File: config.mk
export PLATFORM = sky130hd
export DESIGN_NAME = ccw_chain_sequencer
export DESIGN_NICKNAME = d
export VERILOG_FILES = /design/src/rtl/ccw_chain_sequencer.sv
export SDC_FILE = /design/constraint.sdc
export NUM_CORES = 1
export LEC_CHECK = 0
export ABC_AREA = 1
export BUFFER_PORTS_ARGS = -buffer_cell sky130_fd_sc_hd__clkbuf_2
export CELL_PAD_IN_SITES_DETAIL_PLACEMENT = 0
export CELL_PAD_IN_SITES_GLOBAL_PLACEMENT = 1
export CORE_MARGIN = 2
export CORE_UTILIZATION = 38
export DETAILED_ROUTE_END_ITERATION = 7
export GPL_TIMING_DRIVEN = 0
export PLACE_DENSITY = 0.79
export SYNTH_ARGS = -nofsm -noshare
export SYNTH_HDL_FRONTEND = slang
export SYNTH_SLANG_ARGS = --single-unit
File: constraint.sdc
create_clock -name aclk -period 8.3 [get_ports aclk]
set_input_delay 1.66 -clock aclk [delete_from_list [all_inputs] [get_ports aclk]]
set_output_delay 1.66 -clock aclk [all_outputs]
set_load 0.1 [all_outputs]
File: src/rtl/ccw_chain_sequencer.sv
// Channel-command-word chain sequencer: fetches 64-bit CCWs, starts the channel, evaluates ending status.
// Optional build macro CCW_FETCH_TIMEOUT_EN adds a FETCH watchdog that ends the chain with error_code 6.
module ccw_chain_sequencer #(
  parameter int FETCH_TIMEOUT = 1024
) (
  input  logic        aclk,
  input  logic        reset,
  input  logic        start,
  input  logic [31:0] caw,
  output logic        busy,
  output logic        done,
  output logic        error,
  output logic [2:0]  error_code,
  output logic [31:0] ccw_ptr,
  output logic [7:0]  ccw_command,
  output logic [15:0] ccw_count,
  output logic [31:0] ccw_data_addr,
  output logic        chan_start,
  input  logic [7:0]  chan_status_tdata,
  input  logic        chan_status_tvalid,
  input  logic [15:0] residual_count,
  output logic [7:0]  last_status,
  output logic        mem_req,
  output logic [31:0] mem_addr,
  input  logic        mem_ack,
  input  logic [63:0] mem_rdata,
  input  logic        mem_err
);

  localparam logic [2:0] IDLE     = 3'd0;
  localparam logic [2:0] FETCH    = 3'd1;
  localparam logic [2:0] DECODE   = 3'd2;
  localparam logic [2:0] START    = 3'd3;
  localparam logic [2:0] WAIT_END = 3'd4;
  localparam logic [2:0] EVAL     = 3'd5;

  logic [2:0]  state;
  logic [7:0]  raw_cmd;
  logic        raw_cd;
  logic        raw_cc;
  logic        raw_sli;
  logic [15:0] raw_count;
  logic [31:0] raw_addr;
  logic [31:0] next_ptr;
  logic        fin;
  logic [2:0]  fin_code;
  logic        timeout_hit;
  logic        unused_rdata;

  assign unused_rdata = ^mem_rdata[52:48];
  assign next_ptr = ccw_ptr + (last_status[6] ? 32'd16 : 32'd8);

`ifdef CCW_FETCH_TIMEOUT_EN
  localparam int TO_W = $clog2(FETCH_TIMEOUT + 1);
  logic [TO_W-1:0] fetch_cnt;

  always_ff @(posedge aclk or posedge reset) begin
    if (reset)
      fetch_cnt <= '0;
    else if (state != FETCH)
      fetch_cnt <= '0;
    else
      fetch_cnt <= fetch_cnt + 1'b1;
  end

  assign timeout_hit = (fetch_cnt == TO_W'(FETCH_TIMEOUT - 1));
`else
  logic unused_timeout_cfg;
  assign unused_timeout_cfg = |FETCH_TIMEOUT;
  assign timeout_hit = 1'b0;
`endif

  // Chain-ending decision; fin_code 0 is a successful end.
  always_comb begin
    fin      = 1'b0;
    fin_code = 3'd0;
    case (state)
      IDLE: begin
        if (start && caw[2:0] != 3'd0) begin
          fin      = 1'b1;
          fin_code = 3'd7;
        end
      end
      FETCH: begin
        if (mem_ack && mem_err) begin
          fin      = 1'b1;
          fin_code = 3'd1;
        end else if (!mem_ack && timeout_hit) begin
          fin      = 1'b1;
          fin_code = 3'd6;
        end
      end
      DECODE: begin
        if (raw_count == 16'd0) begin
          fin      = 1'b1;
          fin_code = 3'd2;
        end else if (raw_cd) begin
          fin      = 1'b1;
          fin_code = 3'd3;
        end
      end
      EVAL: begin
        if (last_status[1] || last_status[0]) begin
          fin      = 1'b1;
          fin_code = 3'd4;
        end else if (residual_count != 16'd0 && !raw_sli) begin
          fin      = 1'b1;
          fin_code = 3'd5;
        end else if (!raw_cc) begin
          fin      = 1'b1;
        end
      end
      default: ;
    endcase
  end

  always_ff @(posedge aclk or posedge reset) begin
    if (reset) begin
      state         <= IDLE;
      busy          <= 1'b0;
      done          <= 1'b0;
      error         <= 1'b0;
      error_code    <= 3'd0;
      ccw_ptr       <= 32'd0;
      ccw_command   <= 8'd0;
      ccw_count     <= 16'd0;
      ccw_data_addr <= 32'd0;
      chan_start    <= 1'b0;
      last_status   <= 8'd0;
      mem_req       <= 1'b0;
      mem_addr      <= 32'd0;
      raw_cmd       <= 8'd0;
      raw_cd        <= 1'b0;
      raw_cc        <= 1'b0;
      raw_sli       <= 1'b0;
      raw_count     <= 16'd0;
      raw_addr      <= 32'd0;
    end else begin
      done       <= 1'b0;
      chan_start <= 1'b0;
      case (state)
        IDLE: begin
          if (start) begin
            error       <= 1'b0;
            error_code  <= 3'd0;
            last_status <= 8'd0;
            ccw_ptr     <= caw;
            if (caw[2:0] == 3'd0) begin
              busy     <= 1'b1;
              mem_req  <= 1'b1;
              mem_addr <= caw;
              state    <= FETCH;
            end
          end
        end
        FETCH: begin
          if (mem_ack) begin
            mem_req <= 1'b0;
            if (!mem_err) begin
              raw_cmd   <= mem_rdata[63:56];
              raw_cd    <= mem_rdata[55];
              raw_cc    <= mem_rdata[54];
              raw_sli   <= mem_rdata[53];
              raw_count <= mem_rdata[47:32];
              raw_addr  <= mem_rdata[31:0];
              state     <= DECODE;
            end
          end
        end
        DECODE: begin
          ccw_command   <= raw_cmd;
          ccw_count     <= raw_count;
          ccw_data_addr <= raw_addr;
          if (!fin) begin
            chan_start <= 1'b1;
            state      <= START;
          end
        end
        START: state <= WAIT_END;
        WAIT_END: begin
          if (chan_status_tvalid) begin
            last_status <= chan_status_tdata;
            if (chan_status_tdata[2] || chan_status_tdata[1])
              state <= EVAL;
          end
        end
        EVAL: begin
          if (!fin) begin
            ccw_ptr  <= next_ptr;
            mem_addr <= next_ptr;
            mem_req  <= 1'b1;
            state    <= FETCH;
          end
        end
        default: state <= IDLE;
      endcase
      // Any chain end overrides the per-state updates above.
      if (fin) begin
        state      <= IDLE;
        busy       <= 1'b0;
        done       <= 1'b1;
        mem_req    <= 1'b0;
        error      <= (fin_code != 3'd0);
        error_code <= fin_code;
      end
    end
  end

endmodule

==> Flow_metrics.wiki <==
{| class="wikitable"
! Metric !! Value
|-
| Outcome || finished clean
|-
| Data required time at the worst endpoint || just under 9000 ps
|-
| Final weighted congestion in routability-driven placement || ~0.9
|-
| Top fanout value on the critical path || 10
|-
| RSZ-0062 raised after global routing || no
|-
| Sequential share of the synthesized area || roughly 55%
|-
| Vias post-DR || roughly 8300
|-
| Worst Hold Margin || 474 ps
|-
| Utilization of the core after routing || 48.4%
|-
| Final antenna-violating net count || 0
|-
| Global-route wire length before repair || 42500 um
|-
| CTS Hold Buffers Added || 0
|-
| Number of warnings reported in the yosys synthesis log || 0
|-
| CTS Buffer Depth || 2
|-
| Total congestion overflow after global routing || 0
|-
| Cell types with the highest counts after synthesis || sky130_fd_sc_hd__nand2_1 (425), sky130_fd_sc_hd__dfrtp_1 (198), sky130_fd_sc_hd__nor2_1 (117), sky130_fd_sc_hd__nand3_1 (98), sky130_fd_sc_hd__inv_1 (80)
|-
| # fillers || approximately 2400
|-
| Reg2reg start || last_status[6]
|-
| HPWL reported at the end of detailed placement || around 20000 um
|-
| Highest Clock Rate || between 300 and 400 MHz
|-
| Cell row count || between 50 and 60
|-
| Antenna violations before repair || 1
|-
| Leading register cell type out of synthesis || sky130_fd_sc_hd__dfrtp_1
|-
| Post-Synthesis Cells || ~1100
|-
| Total wire length after detailed routing || between 20000 and 30000 um
|-
| Worst setup SP type || input pin
|-
| Setup fix buffers added after clock tree synthesis || 0
|-
| Signed area change from the synthesized netlist to the final layout || 25.3%
|-
| Worst reg-to-reg path cell count || 12
|-
| Post-synth top area share || approximately 55%
|-
| First-pass iteration count of the detailed router || 5
|-
| Post-synth ARST share || 100%
|-
| Setup WS pre-CTS || 4710 ps
|-
| Layout Skew || 17.5 ps
|-
| Drt initial violations || about 440
|-
| RR Endpoint || mem_addr[19]
|-
| Hold/Removal Path Class || reg -> reg
|-
| Final worst path period share || between 30 and 40%
|-
| I/O pin count || approximately 260
|-
| Cell types with the largest area share after synthesis || sky130_fd_sc_hd__dfrtp_1 (55%), sky130_fd_sc_hd__nand2_1 (18%), sky130_fd_sc_hd__nand3_1 (5.4%), sky130_fd_sc_hd__nor2_1 (4.8%), sky130_fd_sc_hd__inv_1 (3.3%)
|-
| Overall die width || between 150 and 200 um
|-
| Instance count along the most critical hold path || 2
|-
| Root Buffer Master || sky130_fd_sc_hd__clkbuf_16
|-
| Worst Hold Endpoint || error_code[2]
|-
| Clock H-tree levels || 4
|-
| Leading cell type by number of instances after synthesis || sky130_fd_sc_hd__nand2_1
|-
| Total routing usage reported by global routing || ~22%
|-
| Arrival time reported for the critical path endpoint || 3520 ps
|-
| Pins over their slew limit || 0
|-
| Final layout net count || roughly 1500
|-
| Number of vias per cell after detailed routing || 4.75
|-
| Worst skew pair latency || around 440 ps
|-
| Sort of element at the end of the critical path || flip-flop
|-
| Clock tree from TritonCTS || yes
|-
| Resized cells post-CTS || 0
|-
| Number of register bits inferred by synthesis || about 200
|-
| Setup slack of the worst register-to-register path || between 5000 and 6000 ps
|-
| Minimum clock period || around 3100 ps
|-
| Maximum number of pins on one net before global-route repair || between 100 and 150
|-
| Port bufs || between 200 and 300
|-
| Synthesized area || between 0.009 and 0.01 mm2
|-
| Max Cap Violations || 0
|-
| Post-Syn Area per Cell || about 8.0 um2
|-
| Number of inserted diodes || 0
|-
| Worst hold path startpoint || error_code[2]
|-
| Inserted Clock Buffers || 17
|-
| Final count of hold timing violations || 0
|-
| Synth area leader || sky130_fd_sc_hd__dfrtp_1
|-
| Number of synthesized flops with an enable pin || 0
|-
| Final setup violation count || 0
|-
| Area of the core || around 0.023 mm2
|-
| Count of different cell masters after synthesis || 33
|-
| Actual transition at the worst max-transition pin || between 600 and 700 ps
|-
| Worst-case headroom to the max-slew limit || between 50% and 60%
|-
| Average detailed-routed wire length per instance || between 15 and 20 um
|-
| Share of layout cells above drive strength 1 || between 20% and 30%
|-
| Final setup margin || 5150 ps
|-
| Die height || 159 um
|-
| Number of clock sinks seen by CTS || between 150 and 200
|-
| Post-synth net total || about 1300
|-
| DIE AREA || between 0.02 and 0.03 mm2
|-
| Via count of the first global-routing pass || 7894
|-
| Starting density of the core || 38.7%
|-
| Start-to-end type of the worst setup path || in -> reg
|-
| DRC violation count after routing || 0
|-
| Register clock-pin slew on the reported worst setup and hold paths || 80 ps
|}
==> routing by layer <==
metal / global-route usage (%) / wire length [um]
met3: 6.51 / 2240
met4: 6.99 / 577
met5: 0 / 13
met2: 35.2 / 12400
met1: 28.9 / 11800
==> registers in the layout, summed over array words and instances, names as in the netlist, 3 cells and up <==
register and count:
error_code 3, ccw_command 8, state 3, last_status 8, mem_addr 32, raw_addr 32
raw_cmd 8, raw_count 16, ccw_ptr 32, ccw_count 16, ccw_data_addr 32
==> cells in the final DEF, fill, tap and decap left out, types with 4 or more instances in the layout <==
cell type	instances
sky130_fd_sc_hd__nor2_2	6
sky130_fd_sc_hd__nand3_1	98
sky130_fd_sc_hd__mux2_1	15
sky130_fd_sc_hd__nand2_1	425
sky130_fd_sc_hd__inv_1	79
sky130_fd_sc_hd__inv_2	8
sky130_fd_sc_hd__a21oi_1	47
sky130_fd_sc_hd__nand4_1	9
sky130_fd_sc_hd__clkbuf_16	17
sky130_fd_sc_hd__clkbuf_1	22
sky130_fd_sc_hd__buf_2	19
sky130_fd_sc_hd__o21ai_0	51
sky130_fd_sc_hd__dfrtp_1	198
sky130_fd_sc_hd__inv_8	5
sky130_fd_sc_hd__xor2_1	7
sky130_fd_sc_hd__clkbuf_2	256
sky130_fd_sc_hd__nor2_1	117
sky130_fd_sc_hd__clkinv_8	4
==> worst max-delay path, cell delays in order <==
cell	delay [ps]
sky130_fd_sc_hd__clkbuf_2	80
sky130_fd_sc_hd__nor2_1	90
sky130_fd_sc_hd__nand2_1	60
sky130_fd_sc_hd__nor2_1	100
sky130_fd_sc_hd__nand2_1	90
sky130_fd_sc_hd__nand2_1	100
sky130_fd_sc_hd__nand3_1	140
sky130_fd_sc_hd__a21boi_2	410
sky130_fd_sc_hd__clkbuf_1	490
sky130_fd_sc_hd__nand3_1	190
sky130_fd_sc_hd__nand2_1	100
==> worst max path at each step <==
| stage | from | endpoint | slack, ps |
|---|---|---|---|
| after floorplan | reset | busy | 1240 |
| after global placement | reset | ccw_command[7] | -1260 |
| after detailed placement | residual_count[13] | mem_addr[17] | 4710 |
| after CTS | ccw_ptr[27] | ccw_ptr[27] | 5150 |
| after global routing | residual_count[11] | mem_addr[12] | 4930 |
| final | residual_count[15] | mem_addr[12] | 5150 |
==> cell families after synthesis <==
kind of cell,Yosys count,share of synthesized area [%]
xor+xnor,7,0.676
fa+ha+maj,3,0.496
compound gates,107,6.16
mux,15,1.86
buf+inv,135,6.10
flops,198,54.6
simple gates,669,30.1
==> final cells by class <==
cell class	instances	area, um2	share of cell area [%]
inverters	88	338	2.97
repair buffers	257	1310	11.5
clock buffers	17	425	3.74
clock inverters	14	158	1.39
multi-input cells	801	3560	31.3
plain buffers	47	223	1.96
flip-flops and latches	198	4950	43.6
well taps	319	399	3.51
==> through the flow <==
| stage | cell area (um2) | cells | TNS (ps) |
|---|---|---|---|
| finish | 11400 | 1741 | 0 |
| global route | 11400 | 1741 | 0 |
| CTS | 11400 | 1741 | 0 |
| detailed placement | 10800 | 1710 | 0 |
| global placement | 10800 | 1709 | -246850 |
| floorplan | 9070 | 1134 | 0 |
Power is left out: the tool's default activity adds up to more than one toggle a clock period on the data nets, which glitch-free logic cannot reach.
